`src/rtl/score_keeper_pkg.sv`:
```
// Shared constants and the hit-multiplier helper for the score keeper.
package score_keeper_pkg;

   localparam int ARROW_W     = 4;
   localparam int STATE_W     = 2;
   localparam int VAL_W       = 14;
   localparam int MAX_VAL     = 9999;
   localparam int BASE_POINTS = 10;
   localparam int PENALTY     = 5;
   localparam int COMBO_STEP  = 10;
   localparam int MAX_MULT    = 4;
   localparam int COMBO_SHOW  = 2;
   localparam logic [STATE_W-1:0] ST_RUN = 2'b01;

   // Points for a correct hit, from the combo value before it increments.
   function automatic logic [VAL_W-1:0] hitPoints(input logic [VAL_W-1:0] comboNow);
      logic [VAL_W-1:0] step;
      logic [VAL_W-1:0] mult;
      step = VAL_W'(comboNow / COMBO_STEP);
      mult = (step >= VAL_W'(MAX_MULT - 1)) ? VAL_W'(MAX_MULT) : step + 1'b1;
      return VAL_W'(BASE_POINTS * mult);
   endfunction

endpackage

```
`src/rtl/score_keeper_sat_add_sub.sv`:
```
// 14-bit add/subtract clamped to [0, MAX_VAL]; one extra bit catches overflow and borrow.
module sat_add_sub
   import score_keeper_pkg::*;
(
   input  logic [VAL_W-1:0] a,
   input  logic [VAL_W-1:0] b,
   input  logic             sub,
   output logic [VAL_W-1:0] y
);

   logic [VAL_W:0] sum;
   logic [VAL_W:0] diff;

   always_comb begin
      sum  = {1'b0, a} + {1'b0, b};
      diff = {1'b0, a} - {1'b0, b};
      if (sub)
         y = diff[VAL_W] ? '0 : diff[VAL_W-1:0];
      else
         y = (sum > (VAL_W+1)'(MAX_VAL)) ? VAL_W'(MAX_VAL) : sum[VAL_W-1:0];
   end

endmodule

```
`src/rtl/score_keeper.sv`:
```
// Turns per-beat hit judgements into score, combo and best combo for the display stage.
module score_keeper
   import score_keeper_pkg::*;
(
   input  logic               clk,
   input  logic               reset,
   input  logic [STATE_W-1:0] state,
   input  logic               new_game,
   input  logic               metronome,
   input  logic [ARROW_W-1:0] target_arrow,
   input  logic               correct_hit,
   input  logic               incorrect_hit,
   output logic [VAL_W-1:0]   score,
   output logic [VAL_W-1:0]   combo,
   output logic [VAL_W-1:0]   best_combo,
   output logic               combo_en,
   output logic               miss_pulse
);

   logic metroQ, correctQ, incorrectQ, arrowQ;
   logic judged, windowOpen;
   logic run, beatEdge, correctEdge, incorrectEdge, hitEvt;
   logic [VAL_W-1:0] scoreOperand, scoreSum, comboInc;
   logic [VAL_W-1:0] scoreNext, comboNext;
   logic judgedNext, missNext, openNext;

   assign run           = (state == ST_RUN);
   assign beatEdge      = metronome & ~metroQ;
   assign correctEdge   = correct_hit & ~correctQ;
   assign incorrectEdge = incorrect_hit & ~incorrectQ;
   assign hitEvt        = run & (correctEdge | incorrectEdge) & ~judged;
   assign scoreOperand  = incorrectEdge ? VAL_W'(PENALTY) : hitPoints(combo);

   sat_add_sub scoreUnit (
      .a   (score),
      .b   (scoreOperand),
      .sub (incorrectEdge),
      .y   (scoreSum)
   );

   sat_add_sub comboUnit (
      .a   (combo),
      .b   (VAL_W'(1)),
      .sub (1'b0),
      .y   (comboInc)
   );

   // A hit landing on the closing beat edge belongs to the closing window, so it suppresses the miss.
   always_comb begin
      scoreNext  = score;
      comboNext  = combo;
      judgedNext = judged;
      missNext   = 1'b0;
      openNext   = windowOpen;
      if (run) begin
         if (hitEvt) begin
            scoreNext = scoreSum;
            comboNext = incorrectEdge ? '0 : comboInc;
         end else if (beatEdge && arrowQ && !judged && windowOpen) begin
            comboNext = '0;
            missNext  = 1'b1;
         end
         if (beatEdge) begin
            judgedNext = 1'b0;
            openNext   = 1'b1;
         end else if (hitEvt) begin
            judgedNext = 1'b1;
         end
      end
   end

   always_ff @(posedge clk or posedge reset) begin
      if (reset) begin
         metroQ     <= 1'b0;
         correctQ   <= 1'b0;
         incorrectQ <= 1'b0;
         arrowQ     <= 1'b0;
         judged     <= 1'b0;
         windowOpen <= 1'b0;
         score      <= '0;
         combo      <= '0;
         best_combo <= '0;
         combo_en   <= 1'b0;
         miss_pulse <= 1'b0;
      end else begin
         // Edge history tracks inputs even while paused so resuming never fakes an event.
         metroQ     <= metronome;
         correctQ   <= correct_hit;
         incorrectQ <= incorrect_hit;
         arrowQ     <= |target_arrow;
         combo_en   <= (combo >= VAL_W'(COMBO_SHOW));
         if (new_game) begin
            score      <= '0;
            combo      <= '0;
            judged     <= 1'b0;
            miss_pulse <= 1'b0;
         end else begin
            score      <= scoreNext;
            combo      <= comboNext;
            judged     <= judgedNext;
            windowOpen <= openNext;
            miss_pulse <= missNext;
            if (comboNext > best_combo)
               best_combo <= comboNext;
         end
      end
   end

endmodule

```
`config.mk`:
```
export PLATFORM = sky130hd
export DESIGN_NAME = score_keeper
export DESIGN_NICKNAME = d
export VERILOG_FILES = /design/src/rtl/score_keeper_pkg.sv /design/src/rtl/score_keeper_sat_add_sub.sv /design/src/rtl/score_keeper.sv
export SDC_FILE = /design/constraint.sdc
export NUM_CORES = 1
export LEC_CHECK = 0
export CAP_MARGIN = 20
export CORE_UTILIZATION = 40
export DETAILED_ROUTE_END_ITERATION = 8
export PLACE_DENSITY = 0.58
export SLEW_MARGIN = 10
export SYNTH_ARGS = -nofsm -noshare
export SYNTH_HDL_FRONTEND = slang
export SYNTH_HIERARCHICAL = 1
export SYNTH_SLANG_ARGS = --single-unit
```
`constraint.sdc`:
```
create_clock -name clk -period 33.1 [get_ports clk]
set_input_delay 6.62 -clock clk [delete_from_list [all_inputs] [get_ports clk]]
set_output_delay 6.62 -clock clk [all_outputs]
set_load 0.01 [all_outputs]
```
# Word-level counts from Yosys, hierarchy flattened
# Index checks and enable logic that the tools add are counted.
# totals
regBits,50
word_cells,68
out_inout_bits,44
# classes
mux,22
order_cmp,5
n_div,1
multipliers,1
bitwise_logic,11
n_addsub,4
n_reduce_logical,12
n_eq_ne,1
# ops
op,count
$mux 14,14
$div 14x4->32 const B,1
$gt 15x14->1 const B,2
$ge 14x2->1 const B,2
$add 14x1->15 const B,1
$add 14x14->15,1
$sub 14x14->15,1
$add 14x1->14 const B,1
$gt 14x14->1,1
$mul 3x14->13 const A,1
$mux 1,8
$reduce_and 2->1,3
$and 1x1->1,5
$not 1->1,5
$reduce_bool 2->1,2
$reduce_or 4->1,1
$logic_and 1x1->1,3
$reduce_and 3->1,1
$reduce_bool 3->1,1
$eq 2x1->1 const B,1
$logic_not 1->1,1
$or 1x1->1,1

# Depth between registers and ports, before layout
# Gate-level depths: netlist (run 1).
# depth
depth_word,12
ltp_mapped,65
mapped_depth_nobuf,58

# Cells and area by module
# Netlist (run 1), hierarchy kept.
# modules_own_cells
mod,area_per_inst_um2,cells_per_inst,n_inst
score_keeper,6008.3,787,1
sat_add_sub,1920.6,287,2

# Worst setup path before layout (run 1)
# No wires, ideal clock.
# synth_path
path_type,register to register
startpoint,reg combo[11]
endpoint,reg score[0]
path_stages_with_launch,56
t_arrival_ns,11.149
path_slack_ns,21.873
setup_ns,0.078
n_path_buf,6
required_ns,33.022
synth_period_minus_slack_ns,11.227
cell_sequence,dfrtp_1 buf_4 or2_1 buf_2 ha_1 nand2b_1 o32ai_1 a211o_1 buf_6 mux2_2 o31ai_4 a21oi_1 nor4_1 nor3_2 and3_1 buf_6 a211o_1 nor4_2 (+20 left out) ha_1 inv_1 fa_1 nor2_1 inv_1 ha_1 buf_2 inv_2 a21oi_1 a31oi_1 or4_1 nand3_1 a31oi_1 buf_6 nor3b_1 o32ai_2 nand2_1 a21oi_1
# synth_between
elab_chain_cells,12
word_cells_on_any_way,15
classes_between,3 x add/sub; 1 x mul; 1 x div; 2 x order compare; 8 x mux
# synth_rtl
element,line,source
start: declaration,score_keeper.sv:14,"output logic [VAL_W-1:0] combo,"
start signal: assignment,score_keeper.sv:99,combo <= comboNext;
$div 14x4->32 (*),score_keeper_pkg.sv:19,step = VAL_W'(comboNow / COMBO_STEP);
$add 14x1->14 or $ge 14x2->1 (tied branches),score_keeper_pkg.sv:20,mult = (step >= VAL_W'(MAX_MULT - 1)) ? VAL_W'(MAX_MULT) : step + 1'b1;
$mux 14 (*),score_keeper_pkg.sv:20,
$mul 3x14->13 (*),score_keeper_pkg.sv:21,return VAL_W'(BASE_POINTS * mult);
$mux 14 (*),score_keeper.sv:32,assign scoreOperand = incorrectEdge ? VAL_W'(PENALTY) : hitPoints(combo);
net scoreOperand[5],score_keeper.sv:23,"logic [VAL_W-1:0] scoreOperand, scoreSum, comboInc;"
$add 14x14->15,score_keeper_sat_add_sub.sv:15,"sum = {1'b0, a} + {1'b0, b};"
$gt 15x14->1,score_keeper_sat_add_sub.sv:20,y = (sum > (VAL_W+1)'(MAX_VAL)) ? VAL_W'(MAX_VAL) : sum[VAL_W-1:0];
$mux 14,score_keeper_sat_add_sub.sv:20,
$mux 14 (*),score_keeper_sat_add_sub.sv:17,if (sub)
$mux 14 (*),score_keeper.sv:56,if (hitEvt) begin
$mux 14 (*),score_keeper.sv:55,if (run) begin
net scoreNext[0],score_keeper.sv:24,"logic [VAL_W-1:0] scoreNext, comboNext;"
$mux 14 (*),score_keeper.sv:92,if (new_game) begin
end signal: assignment,score_keeper.sv:98,score <= scoreNext;
end: declaration,score_keeper.sv:13,"output logic [VAL_W-1:0] score,"
# The timed path passes the listed nets; every way through them passes the cells marked *. The select of a mux whose other input is x is not followed.
# A chain may end at the register's enable or synchronous reset.

# Worst setup path after layout (run 1)
# layout_path
startpoint,reg combo[12]
endpoint,reg score[9]
# The elaborated chain is that of the path after synthesis.

==> out/results.ini, run 1 <==
[outcome]
status = completed

[job]
maxCapViolations = 0

[die]
fp.coreArea_um2 = 24200
die_h_um = 159
die_w_um = 159
start_util = 0.406
rows = 57
ioPinCount = 56
dieArea_um2 = 25300

[cells_and_area]
largestRegisters = best_combo x14, combo x14, score x14
multiInputGateArea_um2 = 8010
nFillCells = 2500
final_core_util = 0.446
regArea_um2 = 1250
stdcell_area_um2 = 10800
synthToLayoutAreaGrowth_pct = 9.86
diodes = 0
drive_gt1_frac = 0.0817
fin_nets = 1514

[routing]
drc = 0
vias = 10200
vias_per_cell = 5.89
drtIter0Drc = 688
ant_nets = 0
wirelength_um = 30700
wl_per_cell_um = 17.7
first_pass_iters = 4

[clocking]
clkLatencyLatePin_ns = 0.31
cts_hold_buf = 0
cts-buffers-inserted = 5
cts_tree = built
ctsResizeCount = 0
cts_num_sinks = 50
htreeDepth = 2
cts.root.buffer_cell = clkbuf_16
clk_pin_slew_ns = 0.08
post_cts_buffers = 0
clock_path_buffers = 2

[min_path]
hp-class = reg -> reg
worstHoldPathCells = 1
worstHoldStart = windowOpen$_DFFE_PP0P_
holdPathEnd = windowOpen$_DFFE_PP0P_

[yosys]
ys_top_cells_by_area = dfrtp_1 13%, ha_1 11%, a21oi_1 6.5%, nor2_1 5.6%, nand2_1 4.7%
synth_edf_count = 0
syn_inst = 1361
synth_area_um2 = 9850
syn_avg_cell_area_um2 = 7.24
yosysUniqueCellTypes = 111
ys_ff_latch = 50
synth_top_area_frac = 0.127
yosys.area.top_type = dfrtp_1
seq_area_frac_synth = 0.127
async_flop_share = 1.00
synth_flop_cell = dfrtp_1
yosys_warnings = 6

[timing]
relSlewSlack = 0.372
finalCritPeriodShare = 0.424
setup_viol = 0
slew_violations = 0
min_period_ns = 14.03
skew_ns = 0.0113
max_freq_mhz = 71.3
max_slew.worst_pin.slew_ns = 0.938
rsz0062_at_grt = no
final_hold_viol_count = 0
fin_tns_setup_ns = 0

[worst_setup_path]
r2r_setup_slack_ns = 19.07
critPathKind = reg -> reg
crit_path_max_incr_delay_ns = 0.80
crit_path_frequent_cell = ha_1
reg2reg_to = score[9]$_DFFE_PP0P_
cp.arrival_ns = 14.26
cp_slowest_cell = a31oi_1
r2r-start = combo[12]$_DFF_PP0_
crit_required_ns = 33.34
worstPathMaxFanout = 24
end_kind = register
start_kind = register
reg2reg_depth = 50

[place]
io_buffer_count = 55
place_congestion = 0.912
post_dp_cell_area_um2 = 10700
post-dp-hpwl_um = 23900

[grt]
grt_max_degree = 51
grt.total_usage = 0.240
grt_pass1_wl_um = 49900
grt_pass1_vias = 9666
grt_antenna_before_repair = 0
grt-ovfl-total = 0

[pwr]
p_per_area_nw_per_um2 = 50.3
leakage_nw = 4.47
ir_drop_mv = 0.0276

## Yosys cell counts (14+ instances only)
| master | n |
|---|---|
| nor2_1 | 146 |
| nor2b_1 | 24 |
| nor3_1 | 62 |
| nor4_1 | 25 |
| nand3_1 | 38 |
| mux2_2 | 14 |
| xnor2_1 | 32 |
| nand2b_1 | 23 |
| nand2_1 | 124 |
| dfrtp_1 | 50 |
| a31oi_1 | 25 |
| clkbuf_1 | 38 |
| ha_1 | 90 |
| a21o_1 | 14 |
| inv_1 | 98 |
| o21ai_0 | 49 |
| a21oi_1 | 128 |
| a211oi_1 | 22 |
| o21a_1 | 25 |
| or3_1 | 15 |
| buf_2 | 15 |
## layer usage
| metal | track usage | vias to the layer above | part of all wire |
|---|---|---|---|
| met2 | 0.401 | 309 | 0.47 |
| met5 | 0 | - | 0 |
| li1 | - | 5035 | - |
| met4 | 0.0699 | 0 | 0.023 |
| met3 | 0.0285 | 50 | 0.050 |
| met1 | 0.323 | 4810 | 0.46 |
## how the worst max path moves through the flow
stage	cells after the start	end	startpoint	slack (ns)
final	50	score[9]$_DFFE_PP0P_	combo[12]$_DFF_PP0_	19.07
after global placement	50	score[9]$_DFFE_PP0P_	combo[12]$_DFF_PP0_	19.45
after global routing	50	score[9]$_DFFE_PP0P_	combo[12]$_DFF_PP0_	18.06
after CTS	50	score[9]$_DFFE_PP0P_	combo[12]$_DFF_PP0_	19.23
after floorplan	55	score[0]$_DFFE_PP0P_	combo[11]$_DFF_PP0_	21.87
after detailed placement	50	score[10]$_DFFE_PP0P_	combo[12]$_DFF_PP0_	19.29
## area by class of cell
| class | instances | area share |
|---|---|---|
| clock inverters | 2 | 0.00139 |
| flip-flops and latches | 50 | 0.116 |
| well taps | 324 | 0.0375 |
| multi-input cells | 1182 | 0.740 |
| inverters | 103 | 0.0357 |
| clock buffers | 5 | 0.0116 |
| repair buffers | 65 | 0.0578 |
## cell families (layout without fill, tap and decap cells)
family	Yosys count	in the layout	synth area share
AO/OA/AOI/OAI	423	423	0.314
buffers and inverters	172	175	0.0762
XOR/XNOR	39	39	0.0347
multiplexers	26	26	0.0287
other	2	45	0.000762
adder cells (fa/ha/maj)	97	97	0.127
flip-flops	50	50	0.127
AND/OR/NAND/NOR	552	552	0.292
## critical path: cells and delay by family (launching register included)
| family | cells | cell delay [ns] |
|---|---|---|
| DFF | 1 | 0.66 |
| AOI/OAI and AO/OA | 16 | 5.07 |
| adders and majority gates | 7 | 2.10 |
| buffers and inverters | 2 | 0.13 |
| and+or+nand+nor | 21 | 4.89 |
| muxes | 2 | 0.66 |
| xor gates and xnor gates | 2 | 0.42 |
## metrics by stage
step / std cells / hold slack, ns / power (mW) / setup slack, ns
6_report: 1731 / 0.464 / 0.544 / 19.07
2_1_floorplan: 1404 / 0.428 / 0.395 / 21.87
3_5_place_dp: 1724 / 0.448 / 0.479 / 19.29
3_3_place_gp: 1724 / 0.442 / 0.481 / 19.45
5_1_grt: 1731 / 0.488 / 0.589 / 18.06
4_1_cts: 1731 / 0.465 / 0.538 / 19.23
## power by group
part	switching, mW	internal, mW	leakage, nW
combinational	0.247	0.160	3.74
sequential	0.0129	0.0696	0.663
clock	0.0266	0.0277	0.0619
total	0.287	0.257	4.47
## layout by cell type (no fill, tap or decap), drive strengths merged, types with 8 or more instances in the layout
cell type,Yosys,layout
nor2,147,147
a21oi,134,134
nand2,124,124
inv,102,102
ha,90,90
nor3,69,69
o21ai,56,56
clkdlybuf4s50,0,55
dfrtp,50,50
conb,2,45
nand3,39,39
xnor2,32,32
nor4,29,29
a31oi,27,27
a211oi,27,27
o21a,26,26
nor2b,25,25
nand2b,23,23
or3,16,16
a21o,15,15
mux2,15,15
o31ai,15,15
o211ai,14,14
and3,13,13
and2,11,11
mux2i,11,11
a22oi,11,11
nor3b,11,11
buf,31,10
or2,10,10
o31a,9,9
o21bai,9,9
or4,9,9
nor4b,8,8
nand4,8,8
Power figures use the tool's default switching activity.
==> run 2, diff against run 1 <==
- clock period: 33.1 -> 13 ns (I/O delays scaled with it)
==> run 2 against run 1 <==
Sequential share of layout area fell by 0.44 points. Sequential power rose to 2.5 times the previous value. Cell count rose by 1.7%. Non-clock buffer count rose by 28. Via count rose by 0.86%. Critical path depth rose by 3. First-iteration DRC count fell by 6.0%. Clock power rose to 2.6 times the previous value. Utilization rose by 1.8 points. Largest power group unchanged.
==> out/results.ini, run 2 (synthesized netlist as in run 1, its figures left out) <==
[timing]
final_hold_viol_count = 0
finalCritPeriodShare = 0.945
max_slew.worst_pin.slew_ns = 0.818
max_freq_mhz = 81.4
setup_viol = 0
slew_violations = 0
hold_slack_ns = 0.461
min_period_ns = 12.28
relSlewSlack = 0.450
setup_ws_ns = 0.721
skew_ns = 0.0126

[cells_and_area]
fin_nets = 1542
drive_gt1_frac = 0.117
layout_common_cells = 144 x nor2_1, 125 x a21oi_1, 124 x nand2_1
synthToLayoutAreaGrowth_pct = 14.2
stdcell_area_um2 = 11200
final_common_cell = nor2_1
final_cell_count_no_fill = 1760
largestRegisters = best_combo x14, combo x14, score x14
diodes = 0
nFillCells = 2521
final_core_util = 0.464

[clocking]
clk_pin_slew_ns = 0.08
cts_hold_buf = 0
cts-buffers-inserted = 5
cts_tree = built
cts.root.buffer_cell = clkbuf_16
cts_num_sinks = 50
htreeDepth = 2
clock_path_buffers = 2
clkLatencyLatePin_ns = 0.31

[worst_setup_path]
crit_required_ns = 13.23
critPathKind = reg -> reg
crit_path_frequent_cell = ha_1
worstPathMaxFanout = 16
critical_path_depth = 53
cp_slowest_cell = or4b_2
path_delay_family = compound AO/OA/AOI/OAI gates
end_kind = register
path_buf_inv = 5
reg2reg_depth = 53
crit_path_max_incr_delay_ns = 0.65
start_kind = register
cp.arrival_ns = 12.51

[place]
post-dp-hpwl_um = 23600
placedCellCount = 1744
post-place-ws_ns = 0.371
io_buffer_count = 55
post_dp_cell_area_um2 = 10800
place_congestion = 0.988

[pwr]
p_per_area_nw_per_um2 = 130
ir_drop_mv = 0.0871
leakage_nw = 4.66
intPower_mw = 0.709
seqPwrFrac = 0.144
p_sw_mw = 0.750
pwr-share-clk = 0.095
power_frac_comb = 0.761
switching_share = 0.514

[routing]
first_pass_iters = 5
vias = 10300
wl_per_cell_um = 17.4
vias_per_cell = 5.85
drtIter0Drc = 647
ant_nets = 0
drc = 0
wirelength_um = 30700

[outcome]
status = completed

[die]
fp.coreArea_um2 = 24200
die_h_um = 159
rows = 57
die_w_um = 159
ioPinCount = 56
start_util = 0.406
dieArea_um2 = 25300

[grt]
grt-ovfl-total = 0
grt_max_degree = 51
grt_pass1_vias = 9582
grt.total_usage = 0.237
grt_antenna_before_repair = 0
grt_pass1_wl_um = 49300

[min_path]
worstHoldPathCells = 1
hp-class = reg -> reg

[job]
maxCapViolations = 0

==> run 2: final timing paths <==
path	to	slack, ns	from
max	score[9]$_DFFE_PP0P_	0.72	combo[12]$_DFF_PP0_
min	windowOpen$_DFFE_PP0P_	0.46	windowOpen$_DFFE_PP0P_
max reg2reg	score[9]$_DFFE_PP0P_	0.72	combo[12]$_DFF_PP0_
min reg2reg	windowOpen$_DFFE_PP0P_	0.46	windowOpen$_DFFE_PP0P_
max in group asynchronous	combo[8]$_DFF_PP0_	9.70	reset
min in group asynchronous	incorrectQ$_DFF_PP0_	2.80	reset
==> run 2: worst reg2reg max path: cells and delay by family, from the launching register on <==
family / cells / cell delay, ns
compound gates: 19 / 4.66
xor+xnor: 2 / 0.33
fa+ha+maj: 7 / 2.11
buf+inv: 5 / 0.74
flops: 1 / 0.37
simple gates: 20 / 4.00
==> run 2: metal layers <==
layer | track usage | routed length [um] | part of all wire | vias up
li1 | - | - | - | 5083
met2 | 0.388 | 14000 | 0.46 | 346
met1 | 0.322 | 14100 | 0.46 | 4804
met3 | 0.0269 | 1670 | 0.054 | 59
met4 | 0.0791 | 835 | 0.027 | 0
met5 | 0 | 0 | 0 | -
==> run 2: metrics by stage <==
step	TNS [ns]	total power [mW]
floorplan	0	1.01
global placement	0	1.25
detailed placement	0	1.25
CTS	0	1.40
global route	-0.00791	1.59
finish	0	1.46
==> run 2: cell type report <==
type                    count  area, um^2  area share
inverters                 103         387      0.0344
clock buffers               5         125      0.0111
clock inverters             3        21.3     0.00189
well taps                 324         405      0.0360
flip-flops and latches     50        1250       0.111
multi-input cells        1182        8220       0.731
repair buffers             93         836      0.0743
==> run 2: power groups by stage <==
stage | clock network, mW | logic (mW) | registers (mW)
2_1_floorplan | 0 | 0.800 | 0.206
5_1_grt | 0.148 | 1.23 | 0.212
3_5_place_dp | 0 | 1.04 | 0.213
3_3_place_gp | 0 | 1.03 | 0.213
6_report | 0.139 | 1.11 | 0.210
4_1_cts | 0.143 | 1.04 | 0.210
==> run 2: what timing repair did <==
item | 4_1_cts | 5_1_grt
setup buffers | 0 | 8
endpoints found under the hold margin | 0 | 0
gates resized for setup | 0 | 39
setup endpoints to repair | 0 | 14
==> run 3, diff against run 2 <==
- CTS_CLUSTER_DIAMETER: unset -> 100
- SLEW_MARGIN: 10 -> unset
==> results of run 3 <==
Final layout, timing and power as in run 2 (identical DEF).
